<file path="src/rtl/video_timing_gen.sv">
// -----------------------------------------------------------------------------
// video_timing_gen
//   Parametrised raster timing generator. A clock-enable divider produces one
//   PIX_CE pulse every PIX_DIV CLOCK cycles. Horizontal and vertical scan
//   counters advance on that enable. Sync, blanking and active flags are
//   decoded from the counters and registered.
//
//   Line layout (H_COUNTER order): front porch, sync, back porch, active.
//   The frame uses the same order with the V_ parameters.
//
// Ports
//   CLOCK        in   system clock (the only clock)
//   RESET        in   synchronous, active-high reset
//   PIX_CE       out  one-CLOCK pixel enable, every PIX_DIV cycles
//   PIXEL_CLOCK  out  pixel clock for the DAC, high for div_cnt >= PIX_DIV/2
//   H_SYNC       out  horizontal sync, polarity H_SYNC_POL
//   V_SYNC       out  vertical sync, polarity V_SYNC_POL
//   C_SYNC       out  composite sync (H xor V), polarity C_SYNC_POL
//   VGA_BLANK    out  active-low blank (equals ACTIVE)
//   ACTIVE       out  high inside the visible area
//   LINE_START   out  one-CLOCK strobe after each line wrap
//   FRAME_START  out  one-CLOCK strobe after each frame wrap
//   H_COUNTER    out  pixel position 0..H_PERIOD-1
//   V_COUNTER    out  line position 0..V_PERIOD-1
//
// Optional build macro
//   VIDEO_TIMING_FRAME_CNT_EN adds FRAME_COUNT[15:0] and FIELD
//   (FRAME_COUNT[0]). FRAME_COUNT increments on every frame wrap.
// -----------------------------------------------------------------------------
module video_timing_gen #(
  parameter int CNT_W      = 10,
  parameter int PIX_DIV    = 16,
  parameter int H_PIXELS   = 320,
  parameter int H_FP       = 4,
  parameter int H_SYNC_LEN = 48,
  parameter int H_BP       = 28,
  parameter int V_PIXELS   = 240,
  parameter int V_FP       = 1,
  parameter int V_SYNC_LEN = 15,
  parameter int V_BP       = 4,
  parameter int H_SYNC_POL = 0,
  parameter int V_SYNC_POL = 0,
  parameter int C_SYNC_POL = 0
) (
  input  logic             CLOCK,
  input  logic             RESET,
  output logic             PIX_CE,
  output logic             PIXEL_CLOCK,
  output logic             H_SYNC,
  output logic             V_SYNC,
  output logic             C_SYNC,
  output logic             VGA_BLANK,
  output logic             ACTIVE,
  output logic             LINE_START,
  output logic             FRAME_START,
  output logic [CNT_W-1:0] H_COUNTER,
  output logic [CNT_W-1:0] V_COUNTER
`ifdef VIDEO_TIMING_FRAME_CNT_EN
  ,
  output logic [15:0]      FRAME_COUNT,
  output logic             FIELD
`endif
);

  localparam int H_PERIOD = H_FP + H_SYNC_LEN + H_BP + H_PIXELS;
  localparam int V_PERIOD = V_FP + V_SYNC_LEN + V_BP + V_PIXELS;

  // A 1-bit divider is kept for PIX_DIV=1; it simply stays at 0.
  localparam int DIV_W = (PIX_DIV > 1) ? $clog2(PIX_DIV) : 1;
  localparam logic [DIV_W-1:0] DIV_LAST = DIV_W'(PIX_DIV - 1);
  localparam logic [DIV_W-1:0] DIV_HALF = DIV_W'(PIX_DIV / 2);

  localparam logic [CNT_W-1:0] H_LAST     = CNT_W'(H_PERIOD - 1);
  localparam logic [CNT_W-1:0] H_SYNC_BEG = CNT_W'(H_FP);
  localparam logic [CNT_W-1:0] H_SYNC_END = CNT_W'(H_FP + H_SYNC_LEN);
  localparam logic [CNT_W-1:0] H_ACT_BEG  = CNT_W'(H_FP + H_SYNC_LEN + H_BP);
  localparam logic [CNT_W-1:0] V_LAST     = CNT_W'(V_PERIOD - 1);
  localparam logic [CNT_W-1:0] V_SYNC_BEG = CNT_W'(V_FP);
  localparam logic [CNT_W-1:0] V_SYNC_END = CNT_W'(V_FP + V_SYNC_LEN);
  localparam logic [CNT_W-1:0] V_ACT_BEG  = CNT_W'(V_FP + V_SYNC_LEN + V_BP);

  localparam logic H_POL = (H_SYNC_POL != 0);
  localparam logic V_POL = (V_SYNC_POL != 0);
  localparam logic C_POL = (C_SYNC_POL != 0);

  logic [DIV_W-1:0] div_cnt_reg;
  logic [CNT_W-1:0] h_cnt_reg;
  logic [CNT_W-1:0] v_cnt_reg;
  logic [CNT_W-1:0] h_cnt_next;
  logic [CNT_W-1:0] v_cnt_next;
  logic             pix_ce;
  logic             h_wrap;
  logic             v_wrap;
  logic             hs_act_next;
  logic             vs_act_next;
  logic             active_next;
  logic             h_sync_reg;
  logic             v_sync_reg;
  logic             c_sync_reg;
  logic             active_reg;
  logic             line_start_reg;
  logic             frame_start_reg;

  // Pixel enable is decoded straight from the divider register, so the
  // first pulse after reset appears PIX_DIV-1 cycles after release.
  assign pix_ce = (div_cnt_reg == DIV_LAST);

  always_ff @(posedge CLOCK) begin
    if (RESET) begin
      div_cnt_reg <= '0;
    end else if (div_cnt_reg == DIV_LAST) begin
      div_cnt_reg <= '0;
    end else begin
      div_cnt_reg <= div_cnt_reg + DIV_W'(1);
    end
  end

  // Next-state counters and decode. The sync/active flags are decoded from
  // the next counter values and registered alongside the counters, which
  // keeps them cycle-aligned with H_COUNTER/V_COUNTER and glitch-free.
  always_comb begin
    h_wrap     = pix_ce && (h_cnt_reg == H_LAST);
    v_wrap     = h_wrap && (v_cnt_reg == V_LAST);
    h_cnt_next = h_cnt_reg;
    v_cnt_next = v_cnt_reg;
    if (pix_ce) begin
      h_cnt_next = (h_cnt_reg == H_LAST) ? '0 : h_cnt_reg + CNT_W'(1);
    end
    // V only moves on an H wrap, so both wrap on the same edge.
    if (h_wrap) begin
      v_cnt_next = (v_cnt_reg == V_LAST) ? '0 : v_cnt_reg + CNT_W'(1);
    end
    hs_act_next = (h_cnt_next >= H_SYNC_BEG) && (h_cnt_next < H_SYNC_END);
    vs_act_next = (v_cnt_next >= V_SYNC_BEG) && (v_cnt_next < V_SYNC_END);
    active_next = (h_cnt_next >= H_ACT_BEG) && (v_cnt_next >= V_ACT_BEG);
  end

  always_ff @(posedge CLOCK) begin
    if (RESET) begin
      h_cnt_reg       <= '0;
      v_cnt_reg       <= '0;
      h_sync_reg      <= ~H_POL;
      v_sync_reg      <= ~V_POL;
      c_sync_reg      <= ~C_POL;
      active_reg      <= 1'b0;
      line_start_reg  <= 1'b0;
      frame_start_reg <= 1'b0;
    end else begin
      h_cnt_reg       <= h_cnt_next;
      v_cnt_reg       <= v_cnt_next;
      h_sync_reg      <= hs_act_next ? H_POL : ~H_POL;
      v_sync_reg      <= vs_act_next ? V_POL : ~V_POL;
      // XOR yields inverted (serrated) H pulses during vertical sync.
      c_sync_reg      <= (hs_act_next ^ vs_act_next) ? C_POL : ~C_POL;
      active_reg      <= active_next;
      line_start_reg  <= h_wrap;
      frame_start_reg <= v_wrap;
    end
  end

`ifdef VIDEO_TIMING_FRAME_CNT_EN
  logic [15:0] frame_cnt_reg;

  // Increments on the same edge that raises FRAME_START; wraps modulo 2^16.
  always_ff @(posedge CLOCK) begin
    if (RESET) begin
      frame_cnt_reg <= '0;
    end else if (v_wrap) begin
      frame_cnt_reg <= frame_cnt_reg + 16'd1;
    end
  end

  assign FRAME_COUNT = frame_cnt_reg;
  assign FIELD       = frame_cnt_reg[0];
`else
  // Frame counter not built: no FRAME_COUNT/FIELD ports.
`endif

  assign PIX_CE      = pix_ce;
  assign PIXEL_CLOCK = (div_cnt_reg >= DIV_HALF);
  assign H_SYNC      = h_sync_reg;
  assign V_SYNC      = v_sync_reg;
  assign C_SYNC      = c_sync_reg;
  assign ACTIVE      = active_reg;
  assign VGA_BLANK   = active_reg;
  assign LINE_START  = line_start_reg;
  assign FRAME_START = frame_start_reg;
  assign H_COUNTER   = h_cnt_reg;
  assign V_COUNTER   = v_cnt_reg;

endmodule
</file>
<file path="config.mk">
export PLATFORM = sky130hd
export DESIGN_NAME = video_timing_gen
export DESIGN_NICKNAME = d
export VERILOG_FILES = /design/src/rtl/video_timing_gen.sv
export SDC_FILE = /design/constraint.sdc
export NUM_CORES = 1
export LEC_CHECK = 0
export ABC_AREA = 1
export CAP_MARGIN = 20
export CELL_PAD_IN_SITES_DETAIL_PLACEMENT = 0
export CELL_PAD_IN_SITES_GLOBAL_PLACEMENT = 1
export CORE_ASPECT_RATIO = 0.8
export CORE_UTILIZATION = 30
export CTS_CLUSTER_DIAMETER = 40
export DETAILED_ROUTE_END_ITERATION = 16
export PLACE_DENSITY = 0.71
export SLEW_MARGIN = 20
export SYNTH_ARGS = -nofsm -noshare
export SYNTH_HDL_FRONTEND = slang
export SYNTH_SLANG_ARGS = --single-unit
export TNS_END_PERCENT = 20
</file>
<file path="constraint.sdc">
create_clock -name CLOCK -period 3.65 [get_ports CLOCK]
set_input_delay 0.73 -clock CLOCK [delete_from_list [all_inputs] [get_ports CLOCK]]
set_output_delay 0.73 -clock CLOCK [all_outputs]
set_load 0.01 [all_outputs]
</file>
# Word-level counts from Yosys, hierarchy flattened

Cells that the tools add are included.

Reduce and logical (&&, ||, !) cells: 6
Bitwise operators: 1
Eq/ne operators: 3
Magnitude comparators: 7
$add $sub $neg: 3
Mux-type cells: 7

Operator list:

| operator                | number |
|---|---|
| $mux W10                | 4 |
| $add A10 B1 Y10 const B | 2 |
| $eq A10 B9 Y1 const B   | 2 |
| $ge A10 B1 Y1 const B   | 1 |
| $ge A10 B3 Y1 const B   | 1 |
| $ge A10 B5 Y1 const B   | 1 |
| $ge A10 B7 Y1 const B   | 1 |
| $lt A10 B5 Y1 const B   | 1 |
| $lt A10 B6 Y1 const B   | 1 |
| $logic_and A1 B1 Y1     | 5 |
| $add A4 B1 Y4 const B   | 1 |
| $eq A4 B4 Y1 const B    | 1 |
| $ge A4 B4 Y1 const B    | 1 |
| $mux W1                 | 3 |
| $reduce_or A2 Y1        | 1 |
| $xor A1 B1 Y1           | 1 |

Output and inout bits: 29
Register bits after elaboration: 30
Logic and storage cells: 36
Bits of input ports: 2

# Logic depth before layout (Yosys ltp)

Depth after elaboration: 7
Gate-level depth with buffers: 14
Gate-level depth less buffers: 14

# Least setup slack after synthesis

Ideal clock, no wire load.

Path kind: register -> register
Start point: reg h_cnt_reg[0], in the netlist H_COUNTER[0]
End point: reg c_sync_reg, in the netlist C_SYNC
Slack: 1,914 ps
Period minus slack after synthesis: 1,736 ps
Stages on the path, launching flop included: 13
Arrival: 1,617 ps
Path through: dfxtp_1 > ha_1 > nand2_2 > nor2_4 > nand4_4 > nand2_1 > nand2_1 > nor2_2 > nand2_1 > nand2_1 > nor2_2 > nand2_1 > nand3_2

Longest elaborated chain between the ends: 7

RTL lines:

| what                                             | RTL line | RTL |
|---|---|---|
| from (decl)                                      | 87       | `logic [CNT_W-1:0] h_cnt_reg;` |
| from (signal assigned)                           | 149      | `h_cnt_reg <= h_cnt_next;` |
| $add A10 B1 Y10 or $eq A10 B9 Y1 (tied branches) | 127, 122 |  |
| $mux W10 or $logic_and A1 B1 Y1 (tied branches)  | 127, 122 |  |
| $mux W10, on equally long branches               | 126, 130 |  |
| $ge A10 B3 Y1, or another cell as far along      | 133      | `hs_act_next = (h_cnt_next >= H_SYNC_BEG) && (h_cnt_next < H_SYNC_END);` |
| $logic_and A1 B1 Y1, on equally long branches    | 133, 134 |  |
| $xor A1 B1 Y1 *                                  | 154      | `c_sync_reg <= (hs_act_next ^ vs_act_next) ? C_POL : ~C_POL;` |
| $mux W1 *                                        | 154      |  |
| to (signal assigned)                             | 144      | `c_sync_reg <= ~C_POL;` |
| to (signal assigned)                             | 154      |  |
| to (decl)                                        | 99       | `logic c_sync_reg;` |

Every way passes the cells marked *; elsewhere a longest branch is shown, timed or not.
A chain may end at the register's enable or synchronous reset.

# Worst setup path in the final report

Start point: reg div_cnt_reg[0]
End point: out PIX_CE

Longest elaborated chain between the ends: 1

RTL lines:

| what                   | RTL line | RTL |
|---|---|---|
| from (decl)            | 86       | `logic [DIV_W-1:0] div_cnt_reg;` |
| from (signal assigned) | 114      | `div_cnt_reg <= div_cnt_reg + DIV_W'(1);` |
| $eq A4 B4 Y1           | 106      | `assign pix_ce = (div_cnt_reg == DIV_LAST);` |
| to (decl)              | 47       | `output logic PIX_CE,` |

Every way passes these cells.

==> out/metrics.csv <==
metric,value,unit
drtPass1Iterations,4,
min_period,2689,ps
slew_headroom,0.6851,
clkSinkCount,30,
antenna_cells,0,
power_leakage,0.9595,nW
yosysSeqAreaShare,0.3261,
clock_latency,280,ps
hold_path.class,flip-flop to flip-flop,
wl_per_cell,11.35,µm
drive_gt1_frac,0.09317,
antenna_found_initial,0,
fin_tns_setup,0,ps
syn_nets,295,
viasPerCell,4.429,
finClkSkew,5.392,ps
drt-total-wl,4574,µm
final_nets,327,
async_flop_share,0,
synth_area_per_cell,6.373,µm²
synth_area,1842,µm²
root_buffer,clkbuf_8,
yosys_warnings,0,
clockBufferDepth,2,
gp_congestion,0.8009,
start_util,0.3115,
globalRouteTotalUtil,0.1532,
period_share,0.7366,
netlist_top_cells_area,"dfxtp_1 33%, nand2_1 15%, nor2_1 10%",
ant_nets,0,
synth_edf_count,0,
rsz0062_at_grt,false,
pre_cts_ws,1257,ps
power_density,270.9,nW/µm²
clkTransAtPathRegs,60,ps
start_kind,flip-flop,
place_hpwl,3533,µm
h-tree-depth,2,
ctsHoldBuffers,0,
hold_viol_final,0,
critical_path_class,flip-flop to primary output,
dr_total_vias,1785,
maxSlewViolCount,0,
tightest_slew,468.0,ps
synth_top_cell_area_share,0.3261,
die_h,72.08,µm
crit_arrival,1960,ps
r2r_setup_slack,1480,ps
cap_violations,0,
synth_commonest_cells,"75 x nand2_1, 51 x nor2_1, 42 x inv_1, 30 x dfxtp_1, 23 x nand3_1",
drc,0,
cp.required,2920,ps
cts_setup_buffers,0,
crit_path_end_kind,primary output,
cts_tree,yes,
path_max_fanout,13,
numCtsBuffers,5,
grt_pass1_vias,1534,
synth_most_common_cell,nand2_1,
num_rows,25,
ys_ff_latch,30,
area_delta_synth_final,25.61,%
ir_drop,0.0001911,V
grt_max_degree,23,
post_cts_resized,0,
synth_area_leader_cell,dfxtp_1,
synthFlopType,dfxtp_1,
core_area,5912,µm²
overflow,0,
setup_ws,961.5,ps
grt_first_pass_wirelength,7507,µm
die_w,89.60,µm
placement.io_buffers,30,
synthCells,289,
io_pins,31,
setup_viol,0,
status,"finished, final reports clean",
ys_types,31,
drtIter0Drc,84,
die-area,6458,µm²
fmax,371.9,MHz
metal layers:
metal  global-route usage  up-vias  routed length (µm)
li1                     -      967                   -
met1               0.2416      773                2536
met2               0.1978       39                1761
met3              0.03641        6                 212
met4              0.04938        0                  63
met5                    0        -                   0
cell type report:
type / count / area (µm²)
multi-input combinational: 209 / 1047
clock inverter: 1 / 5.005
fill: 630 / 3598
timing repair buffer: 31 / 307.8
sequential: 30 / 600.6
tap: 81 / 101.3
clock buffer: 7 / 86.33
inverter: 44 / 165.2
cell families after synthesis:
logic type	share of synthesized area
adders and majority gates	0.02717
buffers and inverters	0.1053
DFF	0.3261
and+or+nand+nor	0.4511
AOI/OAI and AO/OA	0.07133
xor gates and xnor gates	0.01903
cell usage in the layout (no fill, tap or decap), drive strengths merged:
cell type,instances
a21oi,6
a32o,1
and2,1
buf,1
clkbuf,7
clkdlybuf4s50,30
clkinv,1
dfxtp,30
ha,4
inv,44
nand2,77
nand3,29
nand3b,1
nand4,7
nor2,60
nor3,4
nor4,1
o211ai,1
o21a,1
o21ai,9
o21bai,3
xnor2,1
xor2,3
worst max-delay path, stage by stage, from the launching register on:
cell	delay, ps
dfxtp_1	370
ha_1	210
nand3_2	260
inv_2	260
clkdlybuf4s50_1	570
where the power goes:
part	switching [mW]	internal, mW	leakage [nW]
clock	0.128	0.152	0.0482
sequential	0.00235	0.330	0.242
combinational	0.00871	0.00504	0.669
total	0.140	0.487	0.959
through the flow:
step                power, mW  cells  area, µm²  hold slack [ps]    util
global route           0.6546    403       2313            523.4  0.3913
CTS                    0.6342    403       2313            473.9  0.3913
global placement       0.3540    395       2222            447.7  0.3759
floorplan              0.3490    289       1842            429.7       -
detailed placement     0.3540    395       2222            451.9  0.3759
finish                 0.6267    403       2313            477.0  0.3913
final timing paths:
| path | start | depth (start not counted) | endpoint |
|---|---|---|---|
| worst max register to register | div_cnt_reg[0] | 12 | C_SYNC |
| worst min-delay path | div_cnt_reg[0] | 1 | div_cnt_reg[0] |
| worst max-delay path | div_cnt_reg[0] | 4 | PIX_CE |
| worst min register to register | div_cnt_reg[0] | 1 | div_cnt_reg[0] |
(Power assumes the default switching activity.)
